### src/rtl/arcade_input_ctrl.sv
// arcade_input_ctrl: merges PS/2 keys and joysticks into registered per-player
// control words (coin stretch, autofire) and captures DIP banks from the download bus.
module arcade_input_ctrl #(
   parameter int         NPLAYERS  = 2,
   parameter int         NDIP      = 8,
   parameter logic [7:0] DIP_INDEX = 8'd254,
   parameter int         COIN_MIN  = 600000,
   parameter int         AF_DIV    = 400000
) (
   input  logic                   clk_sys,
   input  logic                   RESET,
   input  logic [10:0]            ps2_key,
   input  logic [16*NPLAYERS-1:0] joystick,
   input  logic                   ioctl_wr,
   input  logic [7:0]             ioctl_index,
   input  logic [24:0]            ioctl_addr,
   input  logic [7:0]             ioctl_dout,
   input  logic [NPLAYERS-1:0]    autofire_en,
   output logic [8*NPLAYERS-1:0]  ctrl,
   output logic [8*NDIP-1:0]      dip,
   output logic                   dip_valid
);

   localparam int CW = (COIN_MIN > 1) ? $clog2(COIN_MIN) : 1;
   localparam int DW = (AF_DIV > 1) ? $clog2(AF_DIV) : 1;

   localparam int B_RIGHT = 0;
   localparam int B_LEFT  = 1;
   localparam int B_DOWN  = 2;
   localparam int B_UP    = 3;
   localparam int B_FIRE1 = 4;
   localparam int B_FIRE2 = 5;
   localparam int B_START = 6;
   localparam int B_COIN  = 7;

   // One held register per physical key, so two keys sharing a function
   // (space/ctrl, 1/F1) release independently.
   localparam int K_R0  = 0;
   localparam int K_L0  = 1;
   localparam int K_D0  = 2;
   localparam int K_U0  = 3;
   localparam int K_SPC = 4;
   localparam int K_CTL = 5;
   localparam int K_ALT = 6;
   localparam int K_1   = 7;
   localparam int K_F1  = 8;
   localparam int K_5   = 9;
   localparam int K_R1  = 10;
   localparam int K_L1  = 11;
   localparam int K_D1  = 12;
   localparam int K_U1  = 13;
   localparam int K_A   = 14;
   localparam int K_S   = 15;
   localparam int K_2   = 16;
   localparam int K_F2  = 17;
   localparam int K_6   = 18;
   localparam int NKEY  = 19;

   logic                  tog_q;
   logic                  key_ev;
   logic [8:0]            key_code;
   logic [NKEY-1:0]       key_q, key_d;

   logic [CW-1:0]         cnt_q [NPLAYERS];
   logic [CW-1:0]         cnt_d [NPLAYERS];
   logic [NPLAYERS-1:0]   coin_prev_q, coin_prev_d;

   logic [DW-1:0]         div_q, div_d;
   logic                  phase_q, phase_d;

   logic [8*NPLAYERS-1:0] ctrl_q, ctrl_d;
   logic                  unused_hi;

   logic [8*NDIP-1:0]     dip_q, dip_d;
   logic                  dip_valid_q, dip_valid_d;
   logic                  dip_wr;

   assign key_ev   = ps2_key[10] ^ tog_q;
   assign key_code = {ps2_key[8], ps2_key[7:0]};

   always_comb begin
      key_d = key_q;
      if (key_ev) begin
         case (key_code)
            9'h175: key_d[K_U0]  = ps2_key[9];
            9'h172: key_d[K_D0]  = ps2_key[9];
            9'h16B: key_d[K_L0]  = ps2_key[9];
            9'h174: key_d[K_R0]  = ps2_key[9];
            9'h029: key_d[K_SPC] = ps2_key[9];
            9'h014: key_d[K_CTL] = ps2_key[9];
            9'h011: key_d[K_ALT] = ps2_key[9];
            9'h016: key_d[K_1]   = ps2_key[9];
            9'h005: key_d[K_F1]  = ps2_key[9];
            9'h02E: key_d[K_5]   = ps2_key[9];
            9'h02D: key_d[K_U1]  = ps2_key[9];
            9'h02B: key_d[K_D1]  = ps2_key[9];
            9'h023: key_d[K_L1]  = ps2_key[9];
            9'h034: key_d[K_R1]  = ps2_key[9];
            9'h01C: key_d[K_A]   = ps2_key[9];
            9'h01B: key_d[K_S]   = ps2_key[9];
            9'h01E: key_d[K_2]   = ps2_key[9];
            9'h006: key_d[K_F2]  = ps2_key[9];
            9'h036: key_d[K_6]   = ps2_key[9];
            default: ;
         endcase
      end
   end

   always_comb begin
      div_d   = div_q + DW'(1);
      phase_d = phase_q;
      if (div_q == DW'(AF_DIV - 1)) begin
         div_d   = '0;
         phase_d = ~phase_q;
      end
   end

   // Raw input uses the next key state so a key event reaches ctrl in one edge.
   always_comb begin
      ctrl_d      = '0;
      coin_prev_d = coin_prev_q;
      unused_hi   = 1'b0;
      for (int p = 0; p < NPLAYERS; p++) begin
         logic [7:0] kb;
         logic [7:0] raw;
         logic       rise;
         kb = 8'h00;
         if (p == 0) begin
            kb = {key_d[K_5], key_d[K_1] | key_d[K_F1], key_d[K_ALT],
                  key_d[K_SPC] | key_d[K_CTL],
                  key_d[K_U0], key_d[K_D0], key_d[K_L0], key_d[K_R0]};
         end else if (p == 1) begin
            kb = {key_d[K_6], key_d[K_2] | key_d[K_F2], key_d[K_S], key_d[K_A],
                  key_d[K_U1], key_d[K_D1], key_d[K_L1], key_d[K_R1]};
         end
         raw       = kb | joystick[16*p +: 8];
         unused_hi = unused_hi ^ (^joystick[16*p+8 +: 8]);
         rise      = raw[B_COIN] & ~coin_prev_q[p];

         if (rise) begin
            cnt_d[p] = CW'(COIN_MIN - 1);
         end else if (cnt_q[p] != '0) begin
            cnt_d[p] = cnt_q[p] - CW'(1);
         end else begin
            cnt_d[p] = '0;
         end
         coin_prev_d[p] = raw[B_COIN];

         ctrl_d[8*p +: 8]        = raw;
         ctrl_d[8*p + B_COIN]    = raw[B_COIN] | (cnt_q[p] != '0);
         ctrl_d[8*p + B_FIRE1]   = raw[B_FIRE1] & (phase_q | ~autofire_en[p]);
      end
   end

   always_comb begin
      dip_d       = dip_q;
      dip_valid_d = dip_valid_q;
      dip_wr      = ioctl_wr && (ioctl_index == DIP_INDEX);
      for (int b = 0; b < NDIP; b++) begin
         if (dip_wr && (ioctl_addr == 25'(b))) begin
            dip_d[8*b +: 8] = ioctl_dout;
            if (b == NDIP - 1) dip_valid_d = 1'b1;
         end
      end
   end

   always_ff @(posedge clk_sys or posedge RESET) begin
      if (RESET) begin
         tog_q       <= 1'b0;
         key_q       <= '0;
         coin_prev_q <= '0;
         for (int p = 0; p < NPLAYERS; p++) cnt_q[p] <= '0;
         div_q       <= '0;
         phase_q     <= 1'b0;
         ctrl_q      <= '0;
         dip_q       <= '1;
         dip_valid_q <= 1'b0;
      end else begin
         tog_q       <= ps2_key[10];
         key_q       <= key_d;
         coin_prev_q <= coin_prev_d;
         for (int p = 0; p < NPLAYERS; p++) cnt_q[p] <= cnt_d[p];
         div_q       <= div_d;
         phase_q     <= phase_d;
         ctrl_q      <= ctrl_d;
         dip_q       <= dip_d;
         dip_valid_q <= dip_valid_d;
      end
   end

   assign ctrl      = ctrl_q;
   assign dip       = dip_q;
   assign dip_valid = dip_valid_q;

endmodule

### config.mk
export PLATFORM = sky130hd
export DESIGN_NAME = arcade_input_ctrl
export DESIGN_NICKNAME = d
export VERILOG_FILES = /design/src/rtl/arcade_input_ctrl.sv
export SDC_FILE = /design/constraint.sdc
export NUM_CORES = 1
export LEC_CHECK = 0
export ABC_CLOCK_PERIOD_IN_PS = 7300
export CAP_MARGIN = 20
export CORE_UTILIZATION = 50
export DETAILED_ROUTE_END_ITERATION = 10
export PLACE_DENSITY = 0.87
export RECOVER_POWER = 25
export SLEW_MARGIN = 20
export SYNTH_ARGS = -nofsm -noshare
export SYNTH_HDL_FRONTEND = slang
export SYNTH_SLANG_ARGS = --single-unit
### constraint.sdc
create_clock -name clk_sys -period 7.3 [get_ports clk_sys]
set_clock_uncertainty 0.1 [all_clocks]
set_input_delay 1.46 -clock clk_sys [delete_from_list [all_inputs] [get_ports clk_sys]]
set_output_delay 1.46 -clock clk_sys [all_outputs]
set_load 0.05 [all_outputs]
==> impl_metrics.tcl, run 1 <==
set metrics [dict create \
    final_area_sq_mm 0.009477 \
    num-nets-final 828 \
    async_reset_ff_share_pct 100.0 \
    drv_slew 0 \
    clockBufferDepth 2 \
    leakagePower_uw 0.003868 \
    cts_hold_buf 0 \
    synth_ff_type "dfrtp_1" \
    crit_start "ioctl_addr[13]" \
    post_layout_nonfiller_instances 926 \
    hold_violations 0 \
    synthAdderAreaFrac_pct 0.8737 \
    ys_types 51 \
    synth_compound_area_share_pct 2.394 \
    holdWs_ps 367.8 \
    dpl-instance-area_sq_mm 0.008884 \
    status "finished clean" \
    r2r_setup_slack_ps 4470 \
    synth-seq-cells 163 \
    synth_top_family_by_area "simple AND/OR/NAND/NOR gates" \
    cts_buffers 17 \
    setup_viol 0 \
    dp_hpwl_microns 11270 \
    required_ps 7550 \
    clock_latency_ps 420 \
    cp.arrival_ps 4050 \
    synthSimpleGateAreaFrac_pct 16.98 \
    drtAntennaViolNets 0 \
    cts-htree-levels 4 \
    final_cell_mix "151 x clkdlybuf4s50_1, 99 x dfrtp_1, 75 x mux2_2" \
    via_per_inst 5.391 \
    synth_edf_count 0 \
    power_density_mw_per_mm2 208.7 \
    tritoncts "yes" \
    tightest_slew_ps 990.8 \
    final_common_cell "clkdlybuf4s50_1" \
    setup_tns_ps 0 \
    cts.reportedPaths.clkPinSlew_ps 60 \
    io_buffers 153 \
    area_delta_synth_final_pct 32.34 \
    finalCriticalPeriod_ps 3807 \
    dr.pass1.iters 4 \
    diodes 0 \
    max_freq_mhz 262.7 \
    die_x_microns 121.7 \
    vias 4992 \
    ctsResizeCount 0 \
    avgSynthCellArea_sq_um 12.52 \
    wirelength_microns 15620 \
    start_kind "primary input" \
    grt_pass1_wl_microns 25180 \
    fp.dieH_microns 121.7 \
    grt_pass1_vias 5228 \
    maxCapViolCount 0 \
    drive_above_1_share_pct 26.27 \
    rsz0062_at_grt "false" \
    fin_crit_sh_pct 52.15 \
    yosysSeqAreaShare_pct 58.08 \
    hp-class "reg -> reg" \
    wl_per_cell_microns 16.87 \
    antenna_found_initial 0 \
    drc 0 \
    crit_end "dip[61]" \
    synth_xor_area_share_pct 6.116 \
    postSynthCellCount 572 \
    start_util_pct 51.39 \
    path_class "in -> reg" \
    die-area_sq_mm 0.01480 \
    ys.warnings.count 0 \
    worst_setup_path_end_kind "register" \
    core_area_sq_mm 0.01393 \
    clock_sinks 163 \
    grt_overflow 0 \
    grt_max_degree 125 \
    num_io_pins 170 \
    worst_slack_ps 3493 \
    place_congestion 0.7932 \
    ir_drop_mv 0.1406 \
    pre_cts_ws_ps 3011 \
    regToRegStartpoint "cnt_q[0]" \
    r2r_end "cnt_q[18]" \
    r2r_cells 7 \
    num_rows 43 \
    syn_nets 666 \
    synthMuxAreaShare_pct 14.17 \
    crit_fanout 9 \
    cts_setup_buffers 0 \
    ctsRootBufferMaster "clkbuf_16" \
    maxSlewHeadroom_pct 32.06 \
    netlist_area_sq_mm 0.007161 \
    dp.cells 895 \
    drt_iter0_drc 272 \
    grtUsageTotal_pct 22.42 \
]
==> layer usage <==
layer / share of wire (%) / track usage [%]
met5: 0 / 0
met4: 2.2 / 9.954
met3: 5.7 / 5.478
met2: 51 / 39.56
met1: 41 / 25.69
==> where the power goes <==
part,switching (uW),internal (uW)
Clock,331,546
Sequential,19.0,929
Combinational,82.4,70.1
==> cells by family (layout without fill, tap and decap cells) <==
family	Yosys count	in the layout
fa+ha+maj	5	5
simple gates	212	212
compound gates	31	31
buf+inv	23	197
flops	163	163
mux	88	88
xor+xnor	50	50
==> worst max-delay path, stage by stage <==
cell and delay, ps:
clkdlybuf4s50_1 420, or4_4 550, nor4_4 270, and4_2 300, nor2b_1 630, mux2_2 420
==> final cells by class <==
type,instances,area [sq um]
fill,939,4458
sequential,163,4159
multi-input combinational,386,2903
timing repair buffer,156,1554
clock buffer,28,550.5
tap,180,225.2
inverter,10,45.04
clock inverter,3,40.04
==> worst min-delay path by stage <==
stage	startpoint	to	slack [ps]	cells past startpoint
after floorplan	div_q[6]	div_q[6]	340	1
after global placement	dip_valid	dip_valid	350	1
after detailed placement	dip_valid	dip_valid	360	1
after CTS	dip_valid	dip_valid	370	1
after global routing	key_q[3]	key_q[3]	400	1
final	dip_valid	dip_valid	370	1
==> through the flow <==
step | total power (uW) | utilization [%]
after floorplan | 1036 | -
after global placement | 1106 | 63.75
after detailed placement | 1115 | 63.75
after CTS | 1997 | 67.99
after global routing | 2050 | 68.01
final | 1977 | 68.01
==> registers in the layout, indices dropped and copies added, names as in the netlist <==
name         count
cnt_q           40
coin_prev_q      2
ctrl            16
dip             64
dip_valid        1
div_q           19
key_q           19
phase_q          1
tog_q            1
==> cell usage after synthesis (3+ instances only) <==
master / n / share of area, %
clkbuf_1: 7 / 0.37
nand4_1: 10 / 0.87
buf_2: 4 / 0.28
ha_1: 5 / 0.87
nand3b_1: 3 / 0.31
nor3_1: 17 / 1.2
nor3b_1: 7 / 0.73
mux2i_1: 5 / 0.70
nor4_1: 13 / 1.1
nand2_1: 24 / 1.3
or3_1: 6 / 0.52
nand3_1: 19 / 1.3
nand2b_1: 4 / 0.35
dfstp_2: 64 / 23
mux2_4: 8 / 1.7
xnor2_1: 31 / 3.8
or2_2: 11 / 0.96
mux2_2: 75 / 12
dfrtp_1: 99 / 35
or4_1: 10 / 1.0
xor2_1: 19 / 2.3
inv_1: 10 / 0.52
o21ai_0: 25 / 1.7
nor2_1: 50 / 2.6
and4_1: 5 / 0.61
nor2b_1: 9 / 0.79
(Power assumes the default switching activity.)
==> inputs of run 2 (changes only) <==
--- a/config.mk
+++ b/config.mk
@@ -5,11 +5,11 @@
 export SDC_FILE = /design/constraint.sdc
 export NUM_CORES = 1
 export LEC_CHECK = 0
-export ABC_CLOCK_PERIOD_IN_PS = 7300
+export ABC_CLOCK_PERIOD_IN_PS = 3330
 export CAP_MARGIN = 20
-export CORE_UTILIZATION = 50
+export CORE_UTILIZATION = 45
 export DETAILED_ROUTE_END_ITERATION = 10
-export PLACE_DENSITY = 0.87
+export PLACE_DENSITY = 0.83
 export RECOVER_POWER = 25
 export SLEW_MARGIN = 20
 export SYNTH_ARGS = -nofsm -noshare
==> constraint.sdc (replaced) <==
create_clock -name clk_sys -period 3.33 [get_ports clk_sys]
set_clock_uncertainty 0.1 [all_clocks]
set_input_delay 0.666 -clock clk_sys [delete_from_list [all_inputs] [get_ports clk_sys]]
set_output_delay 0.666 -clock clk_sys [all_outputs]
set_load 0.05 [all_outputs]
==> run 2 against run 1 <==
Against the previous run: flip-flop and latch count did not move; highest routed layer unchanged; non-clock buffer count rose by 6; clock-buffer cell count fell by 6; combinational power rose by 120%; die area rose by 11%; final cell count rose by 4.1%; worst hold slack improved by 19 ps; global-route usage fell by 0.92 points.
==> impl_metrics.tcl, run 2 (synthesis gave the netlist of run 1 again) <==
set metrics [dict create \
    status "finished clean" \
    cts_setup_buffers 0 \
    r2r_setup_slack_ps 650 \
    cts_hold_buf 0 \
    leakagePower_uw 0.003891 \
    min_from "div_q[6]" \
    r2r_cells 7 \
    fill_cells 1187 \
    num_rows 45 \
    ctsRootBufferMaster "clkbuf_16" \
    pre_cts_ws_ps 105.3 \
    maxSlewHeadroom_pct 3.506 \
    via_per_inst 5.363 \
    clockBufferDepth 2 \
    final_common_cell "clkdlybuf4s50_1" \
    r2r_end "cnt_q[18]" \
    diodes 0 \
    wirelength_microns 16600 \
    cts_buffers 17 \
    drive_above_1_share_pct 27.49 \
    drt_iter0_drc 280 \
    num-nets-final 834 \
    finalCriticalPeriod_ps 2801 \
    die_x_microns 128.1 \
    grt_pass1_wl_microns 27240 \
    max_freq_mhz 357.0 \
    tightest_slew_ps 1447 \
    ir_drop_mv 0.3764 \
    ctsResizeCount 0 \
    io_buffers 153 \
    grt_max_degree 103 \
    cts.reportedPaths.clkPinSlew_ps 60 \
    num_io_pins 170 \
    largest_reg_flops 64 \
    drc 0 \
    antenna_found_initial 0 \
    maxCapViolCount 0 \
    regToRegStartpoint "cnt_q[0]" \
    fp.dieH_microns 128.1 \
    grt_pass1_vias 5460 \
    dr.pass1.iters 5 \
    holdPathStages 1 \
    setup_tns_ps 0 \
    power_density_mw_per_mm2 450.7 \
    crit_fanout 8 \
    rsz0062_at_grt "false" \
    path_class "in -> reg" \
    place_congestion 0.7731 \
    fin_crit_sh_pct 84.12 \
    core_area_sq_mm 0.01537 \
    dp_hpwl_microns 12380 \
    cts-htree-levels 4 \
    tritoncts "yes" \
    clock_sinks 163 \
    clock_latency_ps 420 \
    worst_setup_path_end_kind "register" \
    drtAntennaViolNets 0 \
    grt_overflow 0 \
    slowest_stage "or3b_1" \
    crit_chain "clkdlybuf4s50_1 -> or4_4 -> nor4_4 -> nand4b_2 -> or3b_1 -> mux2_4" \
    hp-class "reg -> reg" \
    die-area_sq_mm 0.01642 \
    whs_endpoint "div_q[6]" \
    cp.arrival_ps 3050 \
    start_kind "primary input" \
    worst_slack_ps 528.7 \
    slowest_delay_ps 610 \
    hold_violations 0 \
    drv_slew 0 \
    wl_per_cell_microns 17.22 \
    required_ps 3580 \
    final_cell_mix "151 x clkdlybuf4s50_1, 99 x dfrtp_1, 75 x mux2_2" \
    grtUsageTotal_pct 21.49 \
    vias 5170 \
    area_delta_synth_final_pct 33.22 \
    start_util_pct 46.59 \
    setup_viol 0 \
]
run 2: worst max-delay path: cells and delay by family:
kind | cells | cell delay [ps]
and+or+nand+nor | 4 | 1570
buffers and inverters | 1 | 430
muxes | 1 | 390
run 2: layout make-up:
cell class	count	area, sq um	share of cell area (%)
inverters	10	38.79	0.4066
multi-input cells	386	2903	30.43
clock inverters	10	92.59	0.9706
well taps	211	264.0	2.768
flip-flops and latches	163	4159	43.60
repair buffers	162	1597	16.74
clock buffers	22	485.5	5.089
run 2: report_power, final:
| part | total, uW | switching (uW) | internal [uW] |
|---|---|---|---|
| Sequential | 2080 | 40.5 | 2040 |
| Combinational | 341 | 185 | 156 |
| Clock | 1880 | 764 | 1120 |
| Total | 4300 | 990 | 3310 |
run 2: how the worst max path moves through the flow:
stage | from | to
after global routing | cnt_q[0] | cnt_q[18]
final | ioctl_addr[13] | dip[21]
after floorplan | RESET | cnt_q[0]
after detailed placement | ioctl_addr[13] | dip[23]
after CTS | ioctl_addr[13] | dip[21]
after global placement | ioctl_addr[13] | dip[20]
run 2: per-layer routing:
layer	track usage (%)	part of all wire (%)
met4	9.343	2.6
met5	0	0
met1	24.58	40
met2	38.43	52
met3	4.925	5.6
run 2: stage by stage:
step	area (sq um)	power (uW)	hold slack, ps	cells	util [%]
global route	9539	4482	395.1	964	62.06
floorplan	7164	2271	342.4	572	-
finish	9539	4299	386.7	964	62.06
global placement	8991	2439	356.6	932	58.49
CTS	9569	4361	392.5	964	62.25
detailed placement	8991	2458	376.5	932	58.49
==> inputs of run 3 (changes only) <==
--- a/config.mk
+++ b/config.mk
@@ -5,7 +5,7 @@
 export SDC_FILE = /design/constraint.sdc
 export NUM_CORES = 1
 export LEC_CHECK = 0
-export ABC_CLOCK_PERIOD_IN_PS = 3330
+export ABC_CLOCK_PERIOD_IN_PS = 2300
 export CAP_MARGIN = 20
 export CORE_UTILIZATION = 45
 export DETAILED_ROUTE_END_ITERATION = 10
==> constraint.sdc (replaced) <==
create_clock -name clk_sys -period 2.3 [get_ports clk_sys]
set_clock_uncertainty 0.1 [all_clocks]
set_input_delay 0.46 -clock clk_sys [delete_from_list [all_inputs] [get_ports clk_sys]]
set_output_delay 0.46 -clock clk_sys [all_outputs]
set_load 0.05 [all_outputs]
==> run 3 against run 2 <==
Against the previous run: worst hold slack got worse by 110 ps; via count is 4.3% higher; non-clock buffer count grew 54; clock power increased by 52%; register-to-register slack worse by 560 ps; flip-flop and latch count did not move; worst setup slack worse by 510 ps; design area is 6.2% higher; final cell count rose by 5.6%; critical path depth up 1.
==> impl_metrics.tcl, run 3 (synthesis gave the netlist of run 1 again) <==
set metrics [dict create \
    io_buffers 153 \
    num_io_pins 170 \
    setup_tns_ps 0 \
    setup_viol 0 \
    hp-class "in -> reg" \
    crit_chain "clkdlybuf4s50_1 -> or4_4 -> nor2_4 -> and4_4 -> nor2b_4 -> buf_6 -> mux2_2" \
    final_area_sq_mm 0.01013 \
    num_rows 45 \
    power_density_mw_per_mm2 636.1 \
    wirelength_microns 17910 \
    cts.reportedPaths.clkPinSlew_ps 60 \
    maxCapViolCount 0 \
    start_util_pct 46.59 \
    fp.dieH_microns 128.1 \
    cts_buffers 17 \
    die-area_sq_mm 0.01642 \
    finalCriticalPeriod_ps 2282 \
    vias 5393 \
    crit_family "simple AND/OR/NAND/NOR gates" \
    worst_setup_path_end_kind "register" \
    final_core_util_pct 65.89 \
    diodes 0 \
    grtUsageTotal_pct 22.45 \
    antenna_found_initial 0 \
    drv_slew 0 \
    grt_overflow 0 \
    die_x_microns 128.1 \
    critPathBufInv 2 \
    leakagePower_uw 0.004564 \
    grt_pass1_wl_microns 28260 \
    slowest_delay_ps 550 \
    fill_cells 1091 \
    grt_pass1_vias 5641 \
    path_class "in -> reg" \
    dr.pass1.iters 4 \
    drive_above_1_share_pct 37.05 \
    hold_violations 0 \
    core_area_sq_mm 0.01537 \
    tritoncts "yes" \
    drtAntennaViolNets 0 \
    required_ps 2550 \
    seq_area_sq_mm 0.004159 \
    start_kind "primary input" \
    clockBufferDepth 2 \
    cts-htree-levels 4 \
    cts_hold_buf 0 \
    maxSlewHeadroom_pct 31.03 \
    fin_crit_sh_pct 99.23 \
    status "finished clean" \
    num-nets-final 888 \
    dp_hpwl_microns 13030 \
    largest_reg_flops 64 \
    dpl-instance-area_sq_mm 0.009390 \
    max_freq_mhz 438.2 \
    total_power_uw 6442 \
    area_delta_synth_final_pct 41.43 \
    final_cell_mix "99 x dfrtp_1, 74 x clkdlybuf4s50_1, 68 x mux2_2" \
    grt_max_degree 37 \
    wl_per_cell_microns 17.59 \
    pre_cts_ws_ps -672.0 \
    cp.arrival_ps 2530 \
    clock_latency_ps 430 \
    worst_slack_ps 17.77 \
    tightest_slew_ps 1029 \
    slowest_stage "or4_4" \
    drc 0 \
    via_per_inst 5.298 \
    place_congestion 0.8361 \
    drt_iter0_drc 267 \
    ctsRootBufferMaster "clkbuf_16" \
    ir_drop_mv 0.5212 \
    clock_sinks 163 \
    crit_fanout 5 \
    multiInputGateArea_sq_mm 0.003109 \
    final_common_cell "dfrtp_1" \
]
[run 3: cell types whose count changed in the layout (fill, tap and decap cells not counted), sizes merged, moves of 3 or more]
cell,change
clkdlybuf4s50,-77
dlygate4sd2,+62
buf,+58
clkbuf,+8
clkdlybuf4s15,+3
dlymetal6s2s,+3
inv,-3
[run 3: worst paths after layout]
| path | start | end | slack [ps] | cells past startpoint |
|---|---|---|---|---|
| max | ioctl_addr[8] | dip[61] | 20 | 7 |
| min | ps2_key[10] | tog_q | 270 | 1 |
| max reg2reg | cnt_q[0] | cnt_q[18] | 90 | 7 |
| min reg2reg | dip_valid | dip_valid | 390 | 1 |
| max in group asynchronous | RESET | cnt_q[19] | 290 | 3 |
| min in group asynchronous | RESET | dip[30] | 990 | 2 |
[run 3: what timing repair did]
item                       in CTS  in global routing
setup buffers                   1                  5
gates cloned                    1                  0
pin swaps                       6                  9
resized for setup              93                 46
setup endpoints to repair     131                 98
[run 3: area by class of cell]
cell class	count	area share [%]
Clock inverter	7	0.5313
Sequential cell	163	41.07
Clock buffer	25	5.523
Multi-Input combinational cell	386	30.70
Timing Repair Buffer	216	19.19
Tap cell	211	2.607
Inverter	10	0.3830
[run 3: per-layer routing]
layer	vias up	track usage (%)	part of all wire, %
met5	-	0	0
met4	0	9.689	2.4
met3	35	4.758	5.7
met2	198	39.96	51
met1	2697	26.11	41
li1	2463	-	-
[run 3: power breakdown]
| group | total, uW | leakage [uW] | internal [uW] | switching (uW) |
|---|---|---|---|---|
| Sequential | 3010 | 0.00186 | 2950 | 61.7 |
| Clock | 2860 | 0.000302 | 1700 | 1160 |
| Combinational | 572 | 0.00240 | 276 | 296 |
| Total | 6440 | 0.00456 | 4920 | 1520 |
[run 3: stage by stage]
| stage | hold slack (ps) | instances |
|---|---|---|
| floorplan | 342.4 | 572 |
| global placement | 357.0 | 980 |
| detailed placement | 382.7 | 980 |
| CTS | 399.0 | 1014 |
| global route | 274.7 | 1018 |
| finish | 274.4 | 1018 |
